**src/rtl/conv_window_gen_if.sv**
```systemverilog
// Shared window types and the pixel-in / window-out bus.
// master: pixel source + window consumer; slave: the generator.
package conv_window_pkg;
    typedef struct packed {
        logic [7:0] p0;
        logic [7:0] p1;
        logic [7:0] p2;
    } vector_3_8bits;

    typedef struct packed {
        vector_3_8bits vector0;
        vector_3_8bits vector1;
        vector_3_8bits vector2;
    } matrix_3x3_8bits;
endpackage

// Ports: pixel_i/pixel_valid_i (in to generator),
// window_o/window_valid_o/win_row_o/win_col_o/frame_done_o (out).
interface conv_window_gen_if #(
    parameter int IMG_W = 8,
    parameter int IMG_H = 8
);
    import conv_window_pkg::*;

    localparam int CW = $clog2(IMG_W);
    localparam int RW = $clog2(IMG_H);

    logic [7:0]      pixel_i;
    logic            pixel_valid_i;
    matrix_3x3_8bits window_o;
    logic            window_valid_o;
    logic [RW-1:0]   win_row_o;
    logic [CW-1:0]   win_col_o;
    logic            frame_done_o;

    modport master (
        output pixel_i,
        output pixel_valid_i,
        input  window_o,
        input  window_valid_o,
        input  win_row_o,
        input  win_col_o,
        input  frame_done_o
    );

    modport slave (
        input  pixel_i,
        input  pixel_valid_i,
        output window_o,
        output window_valid_o,
        output win_row_o,
        output win_col_o,
        output frame_done_o
    );
endinterface

```
**src/rtl/conv_window_gen.sv**
```systemverilog
// Streaming 3x3 window generator with two line buffers.
// Ports: clk, rst (sync, active-high), bus (slave modport).
module conv_window_gen
    import conv_window_pkg::*;
#(
    parameter int IMG_W = 8,
    parameter int IMG_H = 8
) (
    input logic             clk,
    input logic             rst,
    conv_window_gen_if.slave bus
);
    localparam int CW = $clog2(IMG_W);
    localparam int RW = $clog2(IMG_H);
    localparam logic [CW-1:0] COL_LAST = CW'(IMG_W - 1);
    localparam logic [RW-1:0] ROW_LAST = RW'(IMG_H - 1);

    logic [CW-1:0]   col_q, col_d;
    logic [RW-1:0]   row_q, row_d;
    logic [7:0]      lb0_q [IMG_W];
    logic [7:0]      lb1_q [IMG_W];
    matrix_3x3_8bits win_q, win_d;
    logic            vld_q, vld_d;
    logic            done_q, done_d;
    logic [RW-1:0]   wrow_q, wrow_d;
    logic [CW-1:0]   wcol_q, wcol_d;

    logic       acc;
    logic [7:0] top_px;
    logic [7:0] mid_px;

    assign acc    = bus.pixel_valid_i;
    assign top_px = lb0_q[col_q];
    assign mid_px = lb1_q[col_q];

    always_comb begin
        col_d  = col_q;
        row_d  = row_q;
        win_d  = win_q;
        vld_d  = 1'b0;
        done_d = 1'b0;
        wrow_d = wrow_q;
        wcol_d = wcol_q;
        if (acc) begin
            win_d.vector0.p0 = win_q.vector0.p1;
            win_d.vector0.p1 = win_q.vector0.p2;
            win_d.vector0.p2 = top_px;
            win_d.vector1.p0 = win_q.vector1.p1;
            win_d.vector1.p1 = win_q.vector1.p2;
            win_d.vector1.p2 = mid_px;
            win_d.vector2.p0 = win_q.vector2.p1;
            win_d.vector2.p1 = win_q.vector2.p2;
            win_d.vector2.p2 = bus.pixel_i;
            // Columns 0/1 of a row still hold the
            // previous row's pixels, so no pulse there.
            vld_d  = (row_q >= RW'(2)) &&
                     (col_q >= CW'(2));
            done_d = (row_q == ROW_LAST) &&
                     (col_q == COL_LAST);
            if (vld_d) begin
                wrow_d = row_q - RW'(2);
                wcol_d = col_q - CW'(2);
            end
            if (col_q == COL_LAST) begin
                col_d = '0;
                row_d = (row_q == ROW_LAST) ?
                        '0 : row_q + RW'(1);
            end else begin
                col_d = col_q + CW'(1);
            end
        end
    end

    always_ff @(posedge clk) begin
        if (rst) begin
            col_q  <= '0;
            row_q  <= '0;
            win_q  <= '0;
            vld_q  <= 1'b0;
            done_q <= 1'b0;
            wrow_q <= '0;
            wcol_q <= '0;
        end else begin
            col_q  <= col_d;
            row_q  <= row_d;
            win_q  <= win_d;
            vld_q  <= vld_d;
            done_q <= done_d;
            wrow_q <= wrow_d;
            wcol_q <= wcol_d;
        end
    end

    // Buffers are not cleared: rows 0-1 of every
    // frame refill them before any window is valid.
    always_ff @(posedge clk) begin
        if (!rst && acc) begin
            lb0_q[col_q] <= mid_px;
            lb1_q[col_q] <= bus.pixel_i;
        end
    end

    assign bus.window_o       = win_q;
    assign bus.window_valid_o = vld_q;
    assign bus.win_row_o      = wrow_q;
    assign bus.win_col_o      = wcol_q;
    assign bus.frame_done_o   = done_q;
endmodule

```
**src/flat_wrapper.sv**
```systemverilog
// flat-port wrapper written by rule: the top's interface ports become plain ports
module conv_window_gen_flat import conv_window_pkg::*;
#(
    parameter int IMG_W = 8,
    parameter int IMG_H = 8
)
  (clk, rst, bus_pixel_i, bus_pixel_valid_i, bus_window_o, bus_window_valid_o, bus_win_row_o, bus_win_col_o, bus_frame_done_o);
  conv_window_gen_if #(.IMG_W(IMG_W), .IMG_H(IMG_H)) bus_i ();
  input logic clk;
  input logic rst;
  input wire logic [$bits(bus_i.pixel_i)-1:0] bus_pixel_i;
  input wire logic [$bits(bus_i.pixel_valid_i)-1:0] bus_pixel_valid_i;
  output wire logic [$bits(bus_i.window_o)-1:0] bus_window_o;
  output wire logic [$bits(bus_i.window_valid_o)-1:0] bus_window_valid_o;
  output wire logic [$bits(bus_i.win_row_o)-1:0] bus_win_row_o;
  output wire logic [$bits(bus_i.win_col_o)-1:0] bus_win_col_o;
  output wire logic [$bits(bus_i.frame_done_o)-1:0] bus_frame_done_o;
  assign bus_i.pixel_i = bus_pixel_i;
  assign bus_i.pixel_valid_i = bus_pixel_valid_i;
  assign bus_window_o = bus_i.window_o;
  assign bus_window_valid_o = bus_i.window_valid_o;
  assign bus_win_row_o = bus_i.win_row_o;
  assign bus_win_col_o = bus_i.win_col_o;
  assign bus_frame_done_o = bus_i.frame_done_o;
  conv_window_gen #(.IMG_W(IMG_W), .IMG_H(IMG_H)) u_core (.clk(clk), .rst(rst), .bus(bus_i));
endmodule
```
**config.mk**
```make
export PLATFORM = sky130hd
export DESIGN_NAME = conv_window_gen_flat
export DESIGN_NICKNAME = d
export VERILOG_FILES = /design/src/rtl/conv_window_gen_if.sv /design/src/rtl/conv_window_gen.sv /design/src/flat_wrapper.sv
export SDC_FILE = /design/constraint.sdc
export NUM_CORES = 1
export LEC_CHECK = 0
export CAP_MARGIN = 20
export CORE_UTILIZATION = 30
export DETAILED_ROUTE_END_ITERATION = 7
export GPL_TIMING_DRIVEN = 0
export MAX_ROUTING_LAYER = met4
export PLACE_DENSITY_LB_ADDON = 0.3
export SLEW_MARGIN = 15
export SYNTH_ARGS = -nofsm -noshare
export SYNTH_HDL_FRONTEND = slang
export SYNTH_SLANG_ARGS = --single-unit
export TNS_END_PERCENT = 5
```
**constraint.sdc**
```tcl
create_clock -name clk -period 6.22 [get_ports clk]
set_input_delay 0.622 -clock clk [delete_from_list [all_inputs] [get_ports clk]]
set_output_delay 0.622 -clock clk [all_outputs]
set_load 0.005 [all_outputs]
```
==> results_dict.tcl, run 1 <==
set metrics [dict create \
    status "complete, no violations" \
    drive_above_1_share 0.1499 \
    crit_fanout 10 \
    critical_path_required_ps 6430 \
    fp.dieW_um 167.7 \
    vias_per_cell 4.603 \
    ff2ff_path_depth 5 \
    slowest_stage "nor2_2" \
    root_buffer "clkbuf_16" \
    setup_viol 0 \
    grt_util_all_layers 0.1422 \
    initial_core_util 0.3056 \
    yosysTopAreaCell "edfxtp_1" \
    area_growth_pct 26.52 \
    dp.cells 1012 \
    drc_errors 0 \
    synth_most_common_cell "edfxtp_1" \
    synth_area_mm2 0.008237 \
    port_buffers 88 \
    cp-start-kind "input port" \
    yosys_warnings 0 \
    stdcell_count 1055 \
    hpwl_um 13490 \
    worst_slew_pin_slew_ps 842.0 \
    tritoncts "done" \
    fp-row-count 60 \
    power_density_mw_per_mm2 300.0 \
    dr.first_iter.drc_count 275 \
    hold_slack_ps 464.9 \
    slew_headroom 0.4386 \
    peakVddDrop_v 0.0001557 \
    p_leak_nw 3.702 \
    cts_sinks 217 \
    fill_cells 2533 \
    cts_setup_buffers 0 \
    r2r-end "u_core.lb0_q[5][6]" \
    hold_class "in -> reg" \
    yosysTopAreaCellShare 0.4667 \
    cpMostUsedCell "buf_2" \
    nets 719 \
    io_pins 91 \
    antenna-diode-count 0 \
    dr.pass1.iters 4 \
    yosysUniqueCellTypes 33 \
    grt_max_degree 14 \
    synth_commonest_cells "edfxtp_1 (128), nor2_1 (106), mux2i_1 (91)" \
    cap_violations 0 \
    fin_worst_skew_ps 7.939 \
    synth-main-ff-cell "edfxtp_1" \
    routed_wl_um 19280 \
    ant_nets 0 \
    overflow 0 \
    power.switching_w 0.0006808 \
    insertion_delay_ps 500 \
    max_freq_mhz 447.3 \
    critPathCaptureType "flip-flop" \
    gp_congestion 0.7378 \
    finalCritPeriodShare 0.3594 \
    cts_buffers 23 \
    comb_power_share 0.079 \
    worstPathArrival_ps 2440 \
    netlist_instances 572 \
    finalCriticalPeriod_ps 2235 \
    clkTransAtPathRegs_ps 60 \
    vias 4856 \
    synth_seq_cells 217 \
    antenna_found_initial 0 \
    pwr-share-clk 0.414 \
    synth_edf_count 128 \
    setup-tns-final_ps 0 \
    ctsResizeCount 0 \
    wl_per_cell_um 18.28 \
    yosysSeqAreaShare 0.6830 \
    startpoint "bus_pixel_valid_i" \
    die-area_mm2 0.02812 \
    ys_async_sr_fraction 0 \
    htree_levels 1 \
    p_int_w 0.002446 \
    grt_pass1_wl_um 29320 \
    hold_viol_final 0 \
    grt_pass1_vias 4906 \
    p_sw_frac 0.2177 \
    cp_cell_sequence "buf_2 -> clkbuf_1 -> buf_2 -> nand2_1 -> nor2_2 -> buf_8" \
    cts_buffer_depth 3 \
    crit_path_end "u_core.lb0_q[7][1]" \
    reg2reg_slack_ps 4090 \
    slowest_delay_ps 510 \
    avgSynthCellArea_um2 14.40 \
    die_h_um 167.7 \
    critPathKind "in -> reg" \
    finalMaxSlewViolations 0 \
    multiInputGateArea_mm2 0.002396 \
    rsz0062_at_grt "no" \
    ctsHoldBuffers 0 \
    seq_area_mm2 0.005625 \
    syn_nets 593 \
    coreArea_mm2 0.02695 \
    seq_power_share 0.508 \
    synth_area_leaders "edfxtp_1 (47%), dfxtp_1 (22%), mux2i_1 (11%)" \
]
layout by cell type (no fill, tap or decap), drive strengths merged:
master	n
clkinv	5
nor2b	2
o22ai	14
buf	30
clkdlybuf4s50	88
nand3	1
nor3b	2
o221ai	2
nand2	6
mux2i	91
nor4	1
nor3	2
bufinv	1
ha	10
a21oi	5
nor2	106
o21a	8
a22o	3
a221oi	5
inv	6
dfxtp	89
a211oi	12
mux2	32
edfxtp	128
a221o	6
clkbuf	50
nand2b	7
a22oi	2
cell families (layout without fill, tap and decap cells):
kind of cell,after synthesis,after routing,share of synthesized area
compound gates,57,57,0.05605
fa+ha+maj,10,10,0.01519
buf+inv,38,180,0.02856
flops,217,217,0.6830
mux,123,123,0.1543
simple gates,127,127,0.06289
how the worst min path moves through the flow:
stage / from / to / slack [ps] / cells past startpoint
final: bus_pixel_valid_i / u_core.bus.window_valid_o / 460 / 3
after global routing: bus_pixel_valid_i / u_core.bus.window_valid_o / 480 / 3
after CTS: bus_pixel_valid_i / u_core.bus.window_valid_o / 450 / 3
after detailed placement: u_core.row_q[2] / u_core.row_q[2] / 480 / 2
after global placement: u_core.bus.window_o[41] / u_core.bus.window_o[41] / 480 / 2
after floorplan: u_core.row_q[2] / u_core.row_q[2] / 450 / 2
power by group through the flow:
| stage | clock, W | combinational (W) | sequential (W) |
|---|---|---|---|
| after CTS | 0.00133 | 0.000250 | 0.00159 |
| final | 0.00129 | 0.000246 | 0.00159 |
| after global routing | 0.00138 | 0.000265 | 0.00159 |
| after global placement | 0 | 0.000241 | 0.00162 |
| after floorplan | 0 | 0.000135 | 0.00161 |
| after detailed placement | 0 | 0.000249 | 0.00162 |
routing by layer:
layer	wire length (um)	vias up	GRT usage
li1	-	2354	-
met1	8432	2354	0.1853
met2	9284	119	0.2274
met3	1149	29	0.02340
met4	416	0	0.04188
met5	0	-	-
stage by stage:
| stage | power, W | worst slack [ps] | instance area (um2) | util |
|---|---|---|---|---|
| floorplan | 0.001749 | 3733 | 8237 | - |
| global placement | 0.001859 | 2685 | 9544 | 0.3541 |
| global route | 0.003240 | 3788 | 10420 | 0.3867 |
| CTS | 0.003166 | 3842 | 10410 | 0.3863 |
| detailed placement | 0.001867 | 3423 | 9699 | 0.3599 |
| finish | 0.003127 | 3985 | 10420 | 0.3867 |
area by class of cell:
cell class | count | area share
buffer | 33 | 0.02077
clock buffer | 34 | 0.06279
clock inverter | 7 | 0.005523
inverter | 5 | 0.001801
multi-input combinational | 317 | 0.2299
sequential | 217 | 0.5398
tap | 341 | 0.04094
timing repair buffer | 101 | 0.09845
flip-flops by register name, summed over array words and instances, names as in the netlist, named ones only:
signal / count
u_core.bus.win_row_o: 3
u_core.lb1_q: 64
u_core.bus.frame_done_o: 1
u_core.bus.window_valid_o: 1
u_core.col_q: 3
u_core.row_q: 3
u_core.lb0_q: 64
u_core.bus.win_col_o: 3
u_core.bus.window_o: 72
critical path: cells and delay by family:
kind	cells	cell delay (ps)
buf+inv	4	1100
simple gates	2	710
No activity file was read; power rests on OpenSTA's default activity.
==> inputs of run 2 (changes only) <==
==> constraint.sdc (replaced) <==
create_clock -name clk -period 1.8 [get_ports clk]
set_input_delay 0.18 -clock clk [delete_from_list [all_inputs] [get_ports clk]]
set_output_delay 0.18 -clock clk [all_outputs]
set_load 0.005 [all_outputs]
==> run 2 against run 1 <==
Compared with the run above: critical path depth decreased by 1; worst setup slack lost 3900 ps; routed wire length up 1.2%; critical endpoint is now u_core.lb0_q[1][7].
==> results_dict.tcl, run 2 (same netlist as run 1, synthesis figures left out) <==
set metrics [dict create \
    die-area_mm2 0.02812 \
    vias 4900 \
    grt_util_all_layers 0.1442 \
    io_pins 91 \
    hold_class "in -> reg" \
    nets 721 \
    max_freq_mhz 567.3 \
    cts_buffers 23 \
    power_density_mw_per_mm2 1018 \
    cap_violations 0 \
    r2r-end "u_core.lb0_q[1][7]" \
    fin_ws_ps 37.23 \
    worst_slew_pin_slew_ps 818.5 \
    cts_sinks 217 \
    setup_viol 0 \
    ant_nets 0 \
    reg2reg_slack_ps 40 \
    design_area_mm2 0.01068 \
    antenna_found_initial 0 \
    root_buffer "clkbuf_16" \
    insertion_delay_ps 500 \
    ctsHoldBuffers 0 \
    coreArea_mm2 0.02695 \
    crit_fanout 10 \
    clkTransAtPathRegs_ps 60 \
    grt_pass1_vias 4954 \
    grt_pass1_wl_um 29740 \
    critPathCaptureType "flip-flop" \
    grt_max_degree 14 \
    routed_wl_um 19520 \
    area_growth_pct 29.67 \
    final_common_cell "edfxtp_1" \
    port_buffers 88 \
    largest_reg_flops 72 \
    ff2ff_path_depth 5 \
    peakVddDrop_v 0.0005365 \
    hold_slack_ps 87.10 \
    dr.first_iter.drc_count 300 \
    hpwl_um 13490 \
    gp_congestion 0.7378 \
    finalCritPeriodShare 0.9793 \
    cp-start-kind "flip-flop" \
    drive_above_1_share 0.1774 \
    overflow 0 \
    fp-row-count 60 \
    tritoncts "done" \
    vias_per_cell 4.636 \
    hold_viol_final 0 \
    p_leak_nw 3.788 \
    critical_path_required_ps 2020 \
    slew_headroom 0.4543 \
    finalCriticalPeriod_ps 1763 \
    die_h_um 167.7 \
    fin_util 0.3963 \
    setup-tns-final_ps 0 \
    min_to "u_core.bus.window_valid_o" \
    status "complete, no violations" \
    min_path_cells 3 \
    fp.dieW_um 167.7 \
    critPathKind "reg -> reg" \
    layout_common_cells "edfxtp_1 (128), nor2_1 (94), mux2i_1 (91)" \
    dr.pass1.iters 4 \
    place_area_mm2 0.009699 \
    wl_per_cell_um 18.47 \
    drc_errors 0 \
    finalMaxSlewViolations 0 \
    cts_buffer_depth 3 \
    holdCritStartpoint "bus_pixel_valid_i" \
    dp_slack_ps -554.8 \
    antenna-diode-count 0 \
    fin_worst_skew_ps 7.239 \
    worstPathArrival_ps 1990 \
    rsz0062_at_grt "yes" \
    initial_core_util 0.3056 \
    htree_levels 1 \
]
-- run 2: changes by cell type in the layout (fill, tap and decap cells not counted), sizes merged --
cell / delta
clkbuf: -2
buf: +4
-- run 2: worst max-delay path by stage --
stage | cells past startpoint | slack [ps] | start | endpoint
finish | 5 | 40 | flip-flop | u_core.lb0_q[1][7]
global route | 5 | -10 | flip-flop | u_core.lb0_q[5][7]
CTS | 7 | -5 | flip-flop | u_core.lb0_q[5][5]
detailed placement | 6 | -550 | bus_pixel_valid_i | u_core.lb1_q[7][6]
global placement | 5 | -1290 | bus_pixel_valid_i | u_core.lb1_q[7][6]
floorplan | 5 | -250 | bus_pixel_valid_i | u_core.lb0_q[1][0]
-- run 2: metal layers --
layer / GRT usage / vias to the layer above / part of all wire
met5: - / - / 0
met4: 0.04069 / 0 / 0.021
li1: - / 2357 / -
met1: 0.1876 / 2375 / 0.45
met3: 0.02340 / 33 / 0.047
met2: 0.2319 / 135 / 0.48
-- run 2: per-stage QoR --
step / total power, W / cells
6_report: 0.01088 / 1057
5_1_grt: 0.01127 / 1057
4_1_cts: 0.01100 / 1055
3_5_place_dp: 0.006451 / 1012
3_3_place_gp: 0.006424 / 1001
2_1_floorplan: 0.006044 / 572
-- run 2: cell type report --
cell class,instances,area (um2)
fillers,2512,16270
flip-flops and latches,217,5628
multi-input cells,317,2561
repair buffers,104,1101
clock buffers,34,654.4
well taps,341,426.7
plain buffers,32,232.7
clock inverters,7,57.56
inverters,5,18.77
-- run 2: power breakdown --
group	internal, W	total [W]	switching, W	leakage (nW)
sequential	0.00541	0.00549	0.0000787	1.88
combinational	0.000441	0.000926	0.000485	1.56
clock	0.00265	0.00446	0.00182	0.348
total	0.00850	0.0109	0.00238	3.79
-- run 2: repair_timing --
action | 4_1_cts | 5_1_grt
buffers inserted | 3 | 2
pin swaps | 7 | 3
endpoints found under the setup margin | 207 | 87
resized for setup | 33 | 8
-- run 2: critical path, cell delays in order (launching register included) --
cell      delay, ps
dfxtp_1         310
buf_6           130
buf_12          150
buf_12          150
mux2i_1         160
a221oi_4        580
==> inputs of run 3 (changes only) <==
--- a/config.mk
+++ b/config.mk
@@ -11,7 +11,6 @@
 export GPL_TIMING_DRIVEN = 0
 export MAX_ROUTING_LAYER = met4
 export PLACE_DENSITY_LB_ADDON = 0.3
-export SLEW_MARGIN = 15
 export SYNTH_ARGS = -nofsm -noshare
 export SYNTH_HDL_FRONTEND = slang
 export SYNTH_SLANG_ARGS = --single-unit
==> run 3 against run 2 <==
Compared with the run above: maximum frequency shrank 1.8%; highest routed layer unchanged; critical endpoint is now u_core.lb1_q[0][7]; flip-flop and latch count stayed put; routed wire length increased by 0.48%; core utilization down 0.18 points.
==> results_dict.tcl, run 3 (same netlist as run 1, synthesis figures left out) <==
set metrics [dict create \
    status "complete, no violations" \
    design_area_mm2 0.01063 \
    antenna_found_initial 0 \
    finalCriticalPeriod_ps 1796 \
    cts_buffer_depth 3 \
    p_sw_frac 0.2216 \
    layout_common_cells "edfxtp_1 (128), nor2_1 (94), mux2i_1 (89)" \
    setup-tns-final_ps 0 \
    hold_class "in -> reg" \
    fin_ws_ps 4.198 \
    p_int_w 0.008450 \
    nets 716 \
    hpwl_um 13480 \
    critical_path_required_ps 2010 \
    comb_power_share 0.085 \
    cpMostUsedCell "buf_12" \
    crit_fanout 11 \
    dp.cells 1011 \
    fp-row-count 60 \
    power_density_mw_per_mm2 1021 \
    power.switching_w 0.002406 \
    coreArea_mm2 0.02695 \
    slowest_delay_ps 340 \
    insertion_delay_ps 500 \
    finalMaxSlewViolations 0 \
    cp-start-kind "flip-flop" \
    initial_core_util 0.3056 \
    seq_area_mm2 0.005630 \
    root_buffer "clkbuf_16" \
    ant_nets 0 \
    slew_headroom 0.4491 \
    vias 4931 \
    grt_util_all_layers 0.1430 \
    stdcell_count 1052 \
    fin_worst_skew_ps 10.07 \
    path_buf_inv 4 \
    hold_viol_final 0 \
    die_h_um 167.7 \
    routed_wl_um 19620 \
    largest_reg_flops 72 \
    drive_above_1_share 0.1814 \
    cap_violations 0 \
    wl_per_cell_um 18.65 \
    slowest_stage "dfxtp_2" \
    max_freq_mhz 556.9 \
    overflow 0 \
    place_area_mm2 0.009694 \
    worst_slew_pin_slew_ps 823.3 \
    seq_power_share 0.505 \
    dp_slack_ps -582.6 \
    dr.first_iter.drc_count 344 \
    port_buffers 88 \
    dr.pass1.iters 4 \
    cts_buffers 22 \
    fp.dieW_um 167.7 \
    setup_viol 0 \
    grt_pass1_vias 4881 \
    path_delay_family "buffers and inverters" \
    antenna-diode-count 0 \
    rsz0062_at_grt "yes" \
    clkTransAtPathRegs_ps 60 \
    grt_pass1_wl_um 29400 \
    gp_congestion 0.7378 \
    multiInputGateArea_mm2 0.002556 \
    critPathKind "reg -> reg" \
    cts_sinks 217 \
    pwr-share-clk 0.410 \
    grt_max_degree 15 \
    drc_errors 0 \
    worstPathArrival_ps 2010 \
    finalCritPeriodShare 0.9977 \
    die-area_mm2 0.02812 \
    io_pins 91 \
    critPathCaptureType "flip-flop" \
    tritoncts "done" \
    htree_levels 1 \
    area_growth_pct 29.07 \
    final_common_cell "edfxtp_1" \
    p_leak_nw 3.759 \
    cp_cell_sequence "buf_12 -> buf_12 -> buf_12 -> nand2b_4 -> nor2_4 -> buf_12" \
    vias_per_cell 4.687 \
    fill_cells 2513 \
    peakVddDrop_v 0.0005595 \
]
run 3: cell count changes in the layout (fill, tap and decap cells not counted), moves of 2 or more:
cell / change
clkinv_2: +5
dfxtp_1: -2
mux2i_2: +2
buf_8: -2
dfxtp_2: +2
buf_4: -4
clkbuf_1: -4
mux2i_1: -2
run 3: layer usage:
layer	wire [um]	GRT usage
met1	8749	0.1860
met5	0	-
met3	1011	0.02434
met2	9417	0.2286
met4	437	0.04188
run 3: per-stage QoR:
| stage | hold slack [ps] | total power, W | util |
|---|---|---|---|
| final | 82.52 | 0.01086 | 0.3945 |
| after global routing | 90.02 | 0.01121 | 0.3945 |
| after CTS | 78.06 | 0.01093 | 0.3913 |
| after detailed placement | 479.2 | 0.006450 | 0.3597 |
| after global placement | 475.3 | 0.006424 | 0.3541 |
| after floorplan | 278.9 | 0.006044 | - |
run 3: layout make-up:
cell class | instances | area share
flip-flops and latches | 217 | 0.5296
multi-input cells | 317 | 0.2404
repair buffers | 99 | 0.09839
clock buffers | 29 | 0.05943
well taps | 341 | 0.04013
plain buffers | 33 | 0.02318
clock inverters | 11 | 0.007061
inverters | 5 | 0.001765
run 3: tightest hold or removal path, cell delays in order:
cell and delay [ps]:
buf_2 140, inv_1 130, nor4_1 80
run 3: what timing repair did:
| action | in CTS | in global routing |
|---|---|---|
| pin swaps | 4 | 2 |
| gates cloned | 0 | 0 |
| setup buffers | 0 | 1 |
| setup endpoints to repair | 207 | 147 |
| hold buffers | 0 | 0 |
| gates resized for setup | 28 | 17 |
run 3: power groups by stage:
| stage | Sequential [W] | Clock (W) | Combinational [W] |
|---|---|---|---|
| after global placement | 0.00559 | 0 | 0.000831 |
| after floorplan | 0.00558 | 0 | 0.000466 |
| after detailed placement | 0.00559 | 0 | 0.000859 |
| after global routing | 0.00550 | 0.00473 | 0.000989 |
| after CTS | 0.00548 | 0.00454 | 0.000904 |
| final | 0.00549 | 0.00445 | 0.000925 |
run 3: worst paths after layout:
kind | startpoint | slack (ps) | to | cells after the start
setup reg to reg | u_core.col_q[0] | 4 | u_core.lb1_q[0][7] | 6
hold reg to reg | u_core.row_q[2] | 490 | u_core.row_q[2] | 2
setup / recovery | u_core.col_q[0] | 4 | u_core.lb1_q[0][7] | 6
hold / removal | bus_pixel_valid_i | 80 | u_core.bus.window_valid_o | 3
